==> src/rtl/motor_duty_mixer_pkg.sv <==
// Shared types and default constants for the motor duty mixer.
// Holds the drive-state enum, duty word width and the absolute-value helper.
package motor_duty_mixer_pkg;

   localparam int DUTY_W          = 32;
   localparam int DEF_SHIFT       = 15;
   localparam int DEF_DUTY_MAX    = 9999;
   localparam int DEF_DUTY_MIN    = 1;
   localparam int DEF_DEAD_CYCLES = 100;

   typedef enum logic [1:0] {
      ST_STOP = 2'd0,
      ST_FWD  = 2'd1,
      ST_REV  = 2'd2,
      ST_DEAD = 2'd3
   } mix_state_e;

   // Magnitude of a 33-bit two's-complement value; the most negative
   // reachable difference is -(2^32-1), so the result never overflows.
   function automatic logic [32:0] abs33(input logic [32:0] v);
      if (v[32]) begin
         abs33 = 33'd0 - v;
      end else begin
         abs33 = v;
      end
   endfunction

endpackage

==> src/rtl/motor_duty_mixer_if.sv <==
// Bus between the PID loops / PWM block and the duty mixer.
// The master side drives the loop outputs and enable; the slave produces duties.
interface motor_duty_mixer_if;
   import motor_duty_mixer_pkg::*;

   logic                     Enable;
   logic signed [31:0]       PID_A_In;
   logic signed [31:0]       PID_B_In;
   logic [DUTY_W-1:0]        CH0_duty_Set;
   logic [DUTY_W-1:0]        CH1_duty_Set;
   logic                     Dir;
   logic                     Dead;
   logic                     Sat;

   modport master (
      output Enable, PID_A_In, PID_B_In,
      input  CH0_duty_Set, CH1_duty_Set, Dir, Dead, Sat
   );

   modport slave (
      input  Enable, PID_A_In, PID_B_In,
      output CH0_duty_Set, CH1_duty_Set, Dir, Dead, Sat
   );

endinterface

==> src/rtl/motor_duty_mixer_duty_scaler.sv <==
// Two-stage pipeline: registered 33-bit loop difference, then sign,
// shifted magnitude clamped to the duty range and a saturation flag.
module motor_duty_mixer_duty_scaler
   import motor_duty_mixer_pkg::*;
#(
   parameter int SHIFT    = DEF_SHIFT,
   parameter int DUTY_MAX = DEF_DUTY_MAX,
   parameter int DUTY_MIN = DEF_DUTY_MIN
) (
   input  logic                CLK,
   input  logic                RST_n,
   input  logic signed [31:0]  pid_a,
   input  logic signed [31:0]  pid_b,
   output logic                neg,
   output logic [DUTY_W-1:0]   duty,
   output logic                sat
);

   localparam logic [32:0] MAX33 = 33'(DUTY_MAX);
   localparam logic [32:0] MIN33 = 33'(DUTY_MIN);

   logic signed [32:0]  diff_r;
   logic [32:0]         mag_s;
   logic [32:0]         scaled_s;
   logic [DUTY_W-1:0]   duty_s;
   logic                sat_s;
   logic                neg_r;
   logic [DUTY_W-1:0]   duty_r;
   logic                sat_r;

   // Stage 1: widen before subtracting so no 32-bit input pair can wrap.
   always_ff @(posedge CLK) begin
      if (!RST_n) begin
         diff_r <= 33'sd0;
      end else begin
         diff_r <= $signed({pid_a[31], pid_a}) - $signed({pid_b[31], pid_b});
      end
   end

   // Magnitude, scaling and clamp for stage 2.
   always_comb begin
      mag_s    = abs33(diff_r);
      scaled_s = mag_s >> SHIFT;
      sat_s    = 1'b0;
      duty_s   = DUTY_W'(DUTY_MIN);
      if (scaled_s > MAX33) begin
         duty_s = DUTY_W'(DUTY_MAX);
         sat_s  = 1'b1;
      end else if (scaled_s < MIN33) begin
         duty_s = DUTY_W'(DUTY_MIN);
      end else begin
         duty_s = scaled_s[DUTY_W-1:0];
      end
   end

   // Stage 2 register; reset state matches a zero difference.
   always_ff @(posedge CLK) begin
      if (!RST_n) begin
         neg_r  <= 1'b0;
         duty_r <= DUTY_W'(DUTY_MIN);
         sat_r  <= 1'b0;
      end else begin
         neg_r  <= diff_r[32];
         duty_r <= duty_s;
         sat_r  <= sat_s;
      end
   end

   assign neg  = neg_r;
   assign duty = duty_r;
   assign sat  = sat_r;

endmodule

==> src/rtl/motor_duty_mixer.sv <==
// Drive-direction FSM with dead interval on reversal; turns the scaled
// loop difference into registered H-bridge CH0/CH1 duty words.
module motor_duty_mixer
   import motor_duty_mixer_pkg::*;
#(
   parameter int SHIFT       = DEF_SHIFT,
   parameter int DUTY_MAX    = DEF_DUTY_MAX,
   parameter int DUTY_MIN    = DEF_DUTY_MIN,
   parameter int DEAD_CYCLES = DEF_DEAD_CYCLES
) (
   input  logic                 CLK,
   input  logic                 RST_n,
   motor_duty_mixer_if.slave    bus
);

   localparam logic [DUTY_W-1:0] DMIN      = DUTY_W'(DUTY_MIN);
   localparam logic [31:0]       DEAD_LOAD = 32'(DEAD_CYCLES - 1);

   logic                neg_s;
   logic [DUTY_W-1:0]   duty_s;
   logic                sat_s;

   mix_state_e          state_r, next_state_s;
   logic [31:0]         cnt_r, cnt_next_s;
   logic [DUTY_W-1:0]   ch0_r, ch1_r, ch0_next_s, ch1_next_s;
   logic                dir_r, dead_r, sat_r;
   logic                dir_next_s, dead_next_s, sat_next_s;

   motor_duty_mixer_duty_scaler #(
      .SHIFT    (SHIFT),
      .DUTY_MAX (DUTY_MAX),
      .DUTY_MIN (DUTY_MIN)
   ) u_scaler (
      .CLK   (CLK),
      .RST_n (RST_n),
      .pid_a (bus.PID_A_In),
      .pid_b (bus.PID_B_In),
      .neg   (neg_s),
      .duty  (duty_s),
      .sat   (sat_s)
   );

   // Next state, dead counter and the output values for that next state.
   always_comb begin
      next_state_s = state_r;
      cnt_next_s   = cnt_r;
      dir_next_s   = dir_r;
      ch0_next_s   = DMIN;
      ch1_next_s   = DMIN;
      dead_next_s  = 1'b0;
      sat_next_s   = 1'b0;

      if (!bus.Enable) begin
         next_state_s = ST_STOP;
         cnt_next_s   = 32'd0;
      end else begin
         case (state_r)
            ST_STOP: next_state_s = neg_s ? ST_REV : ST_FWD;
            ST_FWD: begin
               if (neg_s) begin
                  next_state_s = ST_DEAD;
                  cnt_next_s   = DEAD_LOAD;
               end else begin
                  next_state_s = ST_FWD;
               end
            end
            ST_REV: begin
               if (!neg_s) begin
                  next_state_s = ST_DEAD;
                  cnt_next_s   = DEAD_LOAD;
               end else begin
                  next_state_s = ST_REV;
               end
            end
            ST_DEAD: begin
               if (cnt_r == 32'd0) begin
                  next_state_s = neg_s ? ST_REV : ST_FWD;
               end else begin
                  next_state_s = ST_DEAD;
                  cnt_next_s   = cnt_r - 32'd1;
               end
            end
            default: begin
               next_state_s = ST_STOP;
               cnt_next_s   = 32'd0;
            end
         endcase
      end

      // Dir is left untouched in DEAD so it still shows the old direction.
      case (next_state_s)
         ST_FWD: begin
            ch0_next_s = duty_s;
            dir_next_s = 1'b0;
            sat_next_s = sat_s;
         end
         ST_REV: begin
            ch1_next_s = duty_s;
            dir_next_s = 1'b1;
            sat_next_s = sat_s;
         end
         ST_DEAD: dead_next_s = 1'b1;
         default: dir_next_s = 1'b0;
      endcase
   end

   // State, counter and output registers.
   always_ff @(posedge CLK) begin
      if (!RST_n) begin
         state_r <= ST_STOP;
         cnt_r   <= 32'd0;
         ch0_r   <= DMIN;
         ch1_r   <= DMIN;
         dir_r   <= 1'b0;
         dead_r  <= 1'b0;
         sat_r   <= 1'b0;
      end else begin
         state_r <= next_state_s;
         cnt_r   <= cnt_next_s;
         ch0_r   <= ch0_next_s;
         ch1_r   <= ch1_next_s;
         dir_r   <= dir_next_s;
         dead_r  <= dead_next_s;
         sat_r   <= sat_next_s;
      end
   end

   assign bus.CH0_duty_Set = ch0_r;
   assign bus.CH1_duty_Set = ch1_r;
   assign bus.Dir          = dir_r;
   assign bus.Dead         = dead_r;
   assign bus.Sat          = sat_r;

endmodule

==> src/flat_wrapper.sv <==
// flat-port wrapper written by rule: the top's interface ports become plain ports
module motor_duty_mixer_flat import motor_duty_mixer_pkg::*;
#(
   parameter int SHIFT       = DEF_SHIFT,
   parameter int DUTY_MAX    = DEF_DUTY_MAX,
   parameter int DUTY_MIN    = DEF_DUTY_MIN,
   parameter int DEAD_CYCLES = DEF_DEAD_CYCLES
)
  (CLK, RST_n, bus_Enable, bus_PID_A_In, bus_PID_B_In, bus_CH0_duty_Set, bus_CH1_duty_Set, bus_Dir, bus_Dead, bus_Sat);
  motor_duty_mixer_if bus_i ();
  input  logic CLK;
  input  logic RST_n;
  input wire logic [$bits(bus_i.Enable)-1:0] bus_Enable;
  input wire logic [$bits(bus_i.PID_A_In)-1:0] bus_PID_A_In;
  input wire logic [$bits(bus_i.PID_B_In)-1:0] bus_PID_B_In;
  output wire logic [$bits(bus_i.CH0_duty_Set)-1:0] bus_CH0_duty_Set;
  output wire logic [$bits(bus_i.CH1_duty_Set)-1:0] bus_CH1_duty_Set;
  output wire logic [$bits(bus_i.Dir)-1:0] bus_Dir;
  output wire logic [$bits(bus_i.Dead)-1:0] bus_Dead;
  output wire logic [$bits(bus_i.Sat)-1:0] bus_Sat;
  assign bus_i.Enable = bus_Enable;
  assign bus_i.PID_A_In = bus_PID_A_In;
  assign bus_i.PID_B_In = bus_PID_B_In;
  assign bus_CH0_duty_Set = bus_i.CH0_duty_Set;
  assign bus_CH1_duty_Set = bus_i.CH1_duty_Set;
  assign bus_Dir = bus_i.Dir;
  assign bus_Dead = bus_i.Dead;
  assign bus_Sat = bus_i.Sat;
  motor_duty_mixer #(.SHIFT(SHIFT), .DUTY_MAX(DUTY_MAX), .DUTY_MIN(DUTY_MIN), .DEAD_CYCLES(DEAD_CYCLES)) u_core (.CLK(CLK), .RST_n(RST_n), .bus(bus_i));
endmodule
==> config.mk <==
export PLATFORM = sky130hd
export DESIGN_NAME = motor_duty_mixer_flat
export DESIGN_NICKNAME = d
export VERILOG_FILES = /design/src/rtl/motor_duty_mixer_pkg.sv /design/src/rtl/motor_duty_mixer_if.sv /design/src/rtl/motor_duty_mixer_duty_scaler.sv /design/src/rtl/motor_duty_mixer.sv /design/src/flat_wrapper.sv
export SDC_FILE = /design/constraint.sdc
export NUM_CORES = 1
export LEC_CHECK = 0
export CORE_UTILIZATION = 56
export CTS_CLUSTER_DIAMETER = 30
export DETAILED_ROUTE_END_ITERATION = 8
export PLACE_DENSITY = 0.87
export SLEW_MARGIN = 20
export SYNTH_ARGS = -nofsm -noshare
export SYNTH_HDL_FRONTEND = slang
export SYNTH_SLANG_ARGS = --single-unit
==> constraint.sdc <==
create_clock -name CLK -period 8.5 [get_ports CLK]
set_input_delay 1.7 -clock CLK [delete_from_list [all_inputs] [get_ports CLK]]
set_output_delay 1.7 -clock CLK [all_outputs]
set_load 0.02 [all_outputs]
Yosys cells after proc, flatten, opt, wreduce, memory -nomap -nowiden
Index checks and enable logic that the tools add are counted.

Bitwise logic cells: 1. Equality and inequality tests: 9. Order comparisons: 2. Muxes and demuxes: 16. Add/subtract/negate cells: 3. Reduce and logical (&&, ||, !) cells: 11.

Operator list (number): 2-to-1 mux 32 bit (3); case mux 32 bit (3 select lines) (1); 2-to-1 mux 33 bit (1); subtractor 1 x 33 -> 33 bit, first input constant (1); subtractor 32 x 32 -> 33 bit (1); logical NOT 32 bit (1); subtractor 32 x 1 -> 32 bit, second input constant (1); 2-to-1 mux 14 bit (2); greater-than comparator 18 x 14 -> 1 bit, second input constant (1); less-than comparator 18 x 1 -> 1 bit, second input constant (1); equality test 2 bit, second input constant (4); 2-to-1 mux 2 bit (4); case mux 2 bit (4 select lines) (1); AND reduction 2 bit (4); inequality test 2 bit, second input constant (3); equality test 2 x 1 -> 1 bit, second input constant (2); AND reduction 4 bit (1); OR reduction 2 bit (2); 2-to-1 mux 1 bit (3); nonzero test 3 bit (1); OR reduction 3 bit (1); logical NOT 2 bit (1); case mux 1 bit (2 select lines) (1); NOT 1 bit (1).

Output and inout bits: 67. Register bits after elaboration: 168. Word-level logic and storage cells: 55. Input port bits: 67.

Logic depth before layout (Yosys ltp)
Gate-level depths: netlist (run 1).

Word-level depth: 7. Depth in mapped cells: 13. Mapped depth without buffers: 12.

Modules after synthesis
A second synthesis (run 1) with hierarchy kept.

Cells, all modules: 863. Area, all modules: 7602.3 sq um.

By module, submodules not included: motor_duty_mixer_duty_scaler (area an instance 3862.5 sq um, instances 1, sequential area each 1061.0 sq um, cells an instance 491); motor_duty_mixer (area an instance 3739.8 sq um, instances 1, sequential area each 2021.9 sq um, cells an instance 372).

Least setup slack after synthesis (run 1)
Ideal clock, no wire load.

Path type: input to register. Start point: in bus_PID_B_In[2]. End point: reg u_core.u_scaler.diff_r[26]. Library setup time: 72 ps. Required time: 8428 ps. Data arrival time: 3842 ps. Stages on the path: 10. Buffers on the path: 0. Path slack: 4586 ps. Cell sequence: inv_1 > ha_1 > nor2b_1 > o31a_1 > o32ai_1 > o21a_1 > o21ai_0 > a41o_1 > a31oi_1 > mux2i_1.

Longest elaborated chain between the ends: 1.

Ends and longest elaborated chain: start, declared (RTL line flat_wrapper.sv:15) `input wire logic [$bits(bus_i.PID_B_In)-1:0] bus_PID_B_In;`; subtractor 32 x 32 -> 33 bit (RTL line motor_duty_mixer_duty_scaler.sv:36) `diff_r <= $signed({pid_a[31], pid_a}) - $signed({pid_b[31], pid_b});`; end signal, assigned (RTL line motor_duty_mixer_duty_scaler.sv:36); end, declared (RTL line motor_duty_mixer_duty_scaler.sv:22) `logic signed [32:0] diff_r;`.

Every way passes these cells. A chain may end at the register's enable or synchronous reset.

Worst setup path after layout (run 1)
Same ends and word-level chain as after synthesis.

==> results.toml, run 1 <==
[run_status]
status = "complete, no violations"

[run]
maxCapViolCount = 0

[routing]
avgViaCountPerCell = 5.52
drc = 0
via_count = 5425
routedWlPerCell_microns = 13.9
detail-route-antenna-nets = 0
wl_microns = 13700
drt_first_pass_iters = 5
dr.first_iter.drc_count = 332

[synth]
synth_cells = 724
synth_top_area_share_pct = 39.4
synth_area_leader_cell = "dfxtp_1"
ys_warn_count = 0
synth.most_common_cell = "dfxtp_1"
synthArstFlopShare_pct = 0
synthTopCellsByArea = "dfxtp_1 39%, ha_1 8.0%, nor2_1 4.7%, xnor2_1 4.4%, and3_1 3.8%"
synth.top_cells.by_count = "126 x dfxtp_1, 81 x nor2_1, 46 x inv_1"
synth_edf_count = 0
ys.flop_type = "dfxtp_1"
netlist_area_sq_mm = 0.00640
ys_seq_area_share_pct = 39.4
synthDistinctLibCells = 64
synth_seq_cells = 126
synth.avg_cell_area_sq_um = 8.84

[clocking]
cts.repair.resized = 0
cts.clk_slew.worst_paths_ps = 60
cts-root-buf = "clkbuf_16"
cts_num_sinks = 126
cts.path.max_buffers = 2
ctsHoldBuffers = 0
htreeDepth = 4
cts_buffers = 17
clock_latency_ps = 410
cts_tree = "built"
cts_setup_buffers = 0

[die]
die_w_microns = 109
die_area_sq_mm = 0.0119
die_y_microns = 109
ioPinCount = 134
row_count = 38
core_area_sq_mm = 0.0110
initial_core_util_pct = 58.3

[sta]
tightest_slew_ps = 1070
fmax_mhz = 233
rsz0062_at_grt = "false"
fin_crit_sh_pct = 50.5
finalHoldViolCount = 0
tns_ps = 0
setup_violations = 0
relSlewSlack_pct = 28.3
layout_min_cycle_time_ps = 4290
maxSlewViolCount = 0
finClkSkew_ps = 10.4
hold_ws_ps = 447

[grt]
grt_first_pass_wirelength_microns = 22100
grt_max_degree = 63
grt_overflow = 0
antenna_found_initial = 0
grt_pass1_vias = 4941
track_usage_pct = 23.5

[power_and_ir_drop]
ir_drop_mv = 0.156
power.switching_w = 0.000460
cellInternalPower_w = 0.00126
power_density_mw_per_mm2 = 213
p_sw_share_pct = 26.8
p_leak_nw = 3.52
pwr-share-comb_pct = 19.3
seq_power_share_pct = 38.7
clockPowerShare_pct = 42.0

[final_layout]
instances_no_fill = 982
diodes = 0
drive_gt1_share_pct = 6.65
syn2layout_area_growth_pct = 25.7
nFillCells = 776
nets = 938

[place]
place_inst = 950
gp_congestion = 0.884
dp_hpwl_microns = 9640
portBuffers = 105

[setup_path]
max_stage_delay_ps = 530
crit_required_ps = 8840
start_kind = "primary input"
worstPathMaxFanout = 4
cp_slowest_cell = "o32ai_1"
crit_chain = "clkdlybuf4s50_1 -> inv_1 -> ha_1 -> nor2b_1 -> o31a_1 -> o32ai_1 -> o21a_1 -> o21ai_0 -> a41o_1 -> a31oi_1 -> mux2i_1"
worstSetupEndpointType = "flip-flop"
cp.arrival_ps = 4630
path_class = "in -> reg"

[min_path]
hp-class = "reg -> reg"
## per-layer routing
| layer | routed length, microns | part of all wire, % | GRT usage, % |
|---|---|---|---|
| met1 | 6070 | 44 | 28.9 |
| met2 | 6710 | 49 | 40.4 |
| met3 | 716 | 5.2 | 5.08 |
| met4 | 161 | 1.2 | 8.30 |
| met5 | 0 | 0 | 0 |
## kinds of logic (layout without fill, tap and decap cells)
| group | count (synthesis) | after routing | share of synthesized area [%] |
|---|---|---|---|
| buf+inv | 98 | 185 | 7.60 |
| mux | 8 | 8 | 1.25 |
| fa+ha+maj | 42 | 42 | 8.33 |
| other cells | 1 | 32 | 0.0586 |
| simple gates | 255 | 255 | 21.5 |
| compound gates | 135 | 135 | 13.8 |
| xor+xnor | 59 | 59 | 8.07 |
| flops | 126 | 126 | 39.4 |
## final cells by class
cell class / count / area [sq um] / share of cell area [%]
Multi-Input combinational cell: 531 / 3510 / 43.6
Tap cell: 140 / 175 / 2.18
Sequential cell: 126 / 2520 / 31.3
Clock inverter: 10 / 138 / 1.71
Inverter: 46 / 173 / 2.15
Clock buffer: 22 / 464 / 5.77
Timing Repair Buffer: 107 / 1070 / 13.2
## layout by cell type (no fill, tap or decap), types with 6 or more instances in the layout
cell and n:
nor3_1 10, or2_2 7, o21ai_0 34, a21o_1 8, mux2i_1 8, and3_1 39
nand3_1 8, clkbuf_16 17, nor2_1 81, a211oi_1 11, inv_1 46, xnor2_1 32
o31ai_1 6, xor2_1 27, o21a_1 6, dfxtp_1 126, nand4_1 14, nand2_1 27
nor4_1 11, nand2b_1 12, or3_1 11, ha_1 41, conb_1 32, a21oi_1 36
a31oi_1 9, clkdlybuf4s50_1 105
## path summary, 6_finish.rpt
kind,start,to,slack (ps),cells past startpoint
max,bus_PID_B_In[2],u_core.u_scaler.diff_r[26],4210,11
min,u_core.u_scaler.duty[0],u_core.bus.CH1_duty_Set[0],450,1
max reg2reg,u_core.cnt_r[20],u_core.bus.CH0_duty_Set[15],4990,10
min reg2reg,u_core.u_scaler.duty[0],u_core.bus.CH1_duty_Set[0],450,1
## power groups by stage
stage	Clock (W)	Sequential, W	Combinational (W)
floorplan	0	0.000670	0.000245
global placement	0	0.000672	0.000313
detailed placement	0	0.000675	0.000323
CTS	0.000729	0.000663	0.000329
global route	0.000758	0.000668	0.000365
finish	0.000720	0.000664	0.000331
## per-stage QoR
stage	total power, W	util [%]	cell area, sq um	setup slack (ps)
2_1_floorplan	0.000915	-	6520	4590
3_3_place_gp	0.000984	67.8	7440	3910
3_5_place_dp	0.000997	67.8	7440	3860
4_1_cts	0.00172	73.3	8050	4230
5_1_grt	0.00179	73.3	8050	4010
6_report	0.00172	73.3	8050	4210
## state kept, by name, summed over array words and instances (netlist names)
register and count:
u_core.u_scaler.diff_r 33, u_core.cnt_r 32, u_core.bus.CH0_duty_Set 18, u_core.bus.CH1_duty_Set 18
u_core.u_scaler.duty 18, u_core.state_r 2, u_core.bus.Dead 1, u_core.bus.Dir 1
u_core.bus.Sat 1, u_core.u_scaler.neg 1, u_core.u_scaler.sat 1
## worst max-delay path, delay by kind of cell
kind	cells	cell delay (ps)
AOI/OAI and AO/OA	6	1710
buffers and inverters	2	520
adders and majority gates	1	340
muxes	1	200
and+or+nand+nor	1	180
(Power assumes the default switching activity.)
==> inputs of run 2 (changes only) <==
- CORE_UTILIZATION: 56 -> 52
- PLACE_DENSITY: 0.87 -> 0.82
- clock period: 8.5 -> 4.2 ns (I/O delays scaled with it)
==> results.toml, run 2 (synthesized netlist as in run 1, its figures left out) <==
[clocking]
cts.repair.resized = 0
cts-root-buf = "clkbuf_16"
cts_buffers = 17
cts_tree = "built"
clock_latency_ps = 410
ctsHoldBuffers = 0
cts.path.max_buffers = 2
cts.clk_slew.worst_paths_ps = 50
htreeDepth = 4
cts_setup_buffers = 0
cts_num_sinks = 126

[power_and_ir_drop]
pwr-share-comb_pct = 18.4
seq_power_share_pct = 36.9
p_sw_share_pct = 25.4
ir_drop_mv = 0.315
cellInternalPower_w = 0.00272
p_leak_nw = 3.57
power.switching_w = 0.000927
power_density_mw_per_mm2 = 448
clockPowerShare_pct = 44.8

[grt]
antenna_found_initial = 0
track_usage_pct = 22.2
grt_max_degree = 50
grt_first_pass_wirelength_microns = 22900
grt_pass1_vias = 5148
grt_overflow = 0

[routing]
routedWlPerCell_microns = 13.6
dr.first_iter.drc_count = 238
detail-route-antenna-nets = 0
via_count = 5353
avgViaCountPerCell = 5.41
wl_microns = 13500
drt_first_pass_iters = 7
drc = 2

[setup_path]
crit_required_ps = 4490
worstSetupEndpointType = "flip-flop"
path_class = "in -> reg"
worstPathMaxFanout = 5
start_kind = "primary input"
r2r_slack_ps = 840
cp.arrival_ps = 3730

[sta]
maxSlewViolCount = 0
fmax_mhz = 291
finalHoldViolCount = 0
tns_ps = 0
relSlewSlack_pct = 28.7
rsz0062_at_grt = "false"
layout_min_cycle_time_ps = 3440
fin_crit_sh_pct = 81.8
setup_violations = 0
tightest_slew_ps = 1070
finClkSkew_ps = 5.83

[final_layout]
final_common_cell = "dfxtp_1"
reg_top3 = "u_core.u_scaler.diff_r (33), u_core.cnt_r (32)"
diodes = 0
max_flop_register = "u_core.u_scaler.diff_r"
layout_common_cells = "126 x dfxtp_1, 105 x clkdlybuf4s50_1, 81 x nor2_1, 46 x inv_1, 41 x ha_1"
syn2layout_area_growth_pct = 27.1
post-route-util_pct = 67.8
drive_gt1_share_pct = 7.00
largest_reg_flops = 33
nets = 939

[die]
die_y_microns = 113
initial_core_util_pct = 53.3
die_w_microns = 113
core_area_sq_mm = 0.0120
row_count = 40
ioPinCount = 134
die_area_sq_mm = 0.0128

[place]
portBuffers = 105
gp_congestion = 0.851
dp_hpwl_microns = 10100

[run]
maxCapViolCount = 0

[run_status]
status = "complete, but fails checks"
violations = "DRC"

[min_path]
hp-class = "reg -> reg"
[run 2: final cells by class]
| cell class | instances | area [sq um] |
|---|---|---|
| repair buffers | 108 | 1070 |
| inverters | 46 | 173 |
| well taps | 147 | 184 |
| clock buffers | 23 | 498 |
| clock inverters | 9 | 179 |
| flip-flops and latches | 126 | 2520 |
| multi-input cells | 531 | 3510 |
| fillers | 931 | 3870 |
[run 2: critical path: stages]
cell             delay [ps]
clkdlybuf4s50_1         450
inv_1                    40
ha_1                    350
a2111oi_0               540
nor3_1                   90
o21a_1                  190
a211oi_1                500
o21ai_0                 170
a21oi_1                 270
o21ai_0                 150
mux2i_1                 150
[run 2: layer usage]
layer	part of all wire, %	global-route usage [%]	up-vias	wire length (microns)
li1	-	-	2692	-
met1	44	26.2	2445	5940
met4	1.5	9.47	0	208
met2	50	39.3	186	6670
met5	0	0	-	0
met3	4.9	4.39	30	654
[run 2: through the flow]
stage,std cells,setup slack [ps],hold WS (ps),power [W],instance area [sq um]
2_1_floorplan,755,1150,405,0.00185,6520
3_3_place_gp,958,509,413,0.00200,7460
3_5_place_dp,958,455,418,0.00202,7460
4_1_cts,990,788,438,0.00366,8140
5_1_grt,990,501,449,0.00380,8140
6_report,990,763,437,0.00364,8140
[run 2: path summary, 6_finish.rpt]
path	end	depth (start not counted)	start
worst min register to register	u_core.bus.CH1_duty_Set[0]	1	u_core.u_scaler.duty[0]
worst min-delay path	u_core.bus.CH1_duty_Set[0]	1	u_core.u_scaler.duty[0]
worst max-delay path	u_core.u_scaler.diff_r[25]	11	bus_PID_B_In[6]
worst max register to register	u_core.bus.CH0_duty_Set[10]	10	u_core.cnt_r[20]
[run 2: power by group through the flow]
stage	sequential (W)	combinational [W]	clock, W
after floorplan	0.00136	0.000496	0
after global placement	0.00136	0.000640	0
after detailed placement	0.00137	0.000658	0
after CTS	0.00134	0.000665	0.00165
after global routing	0.00135	0.000741	0.00171
final	0.00134	0.000668	0.00163
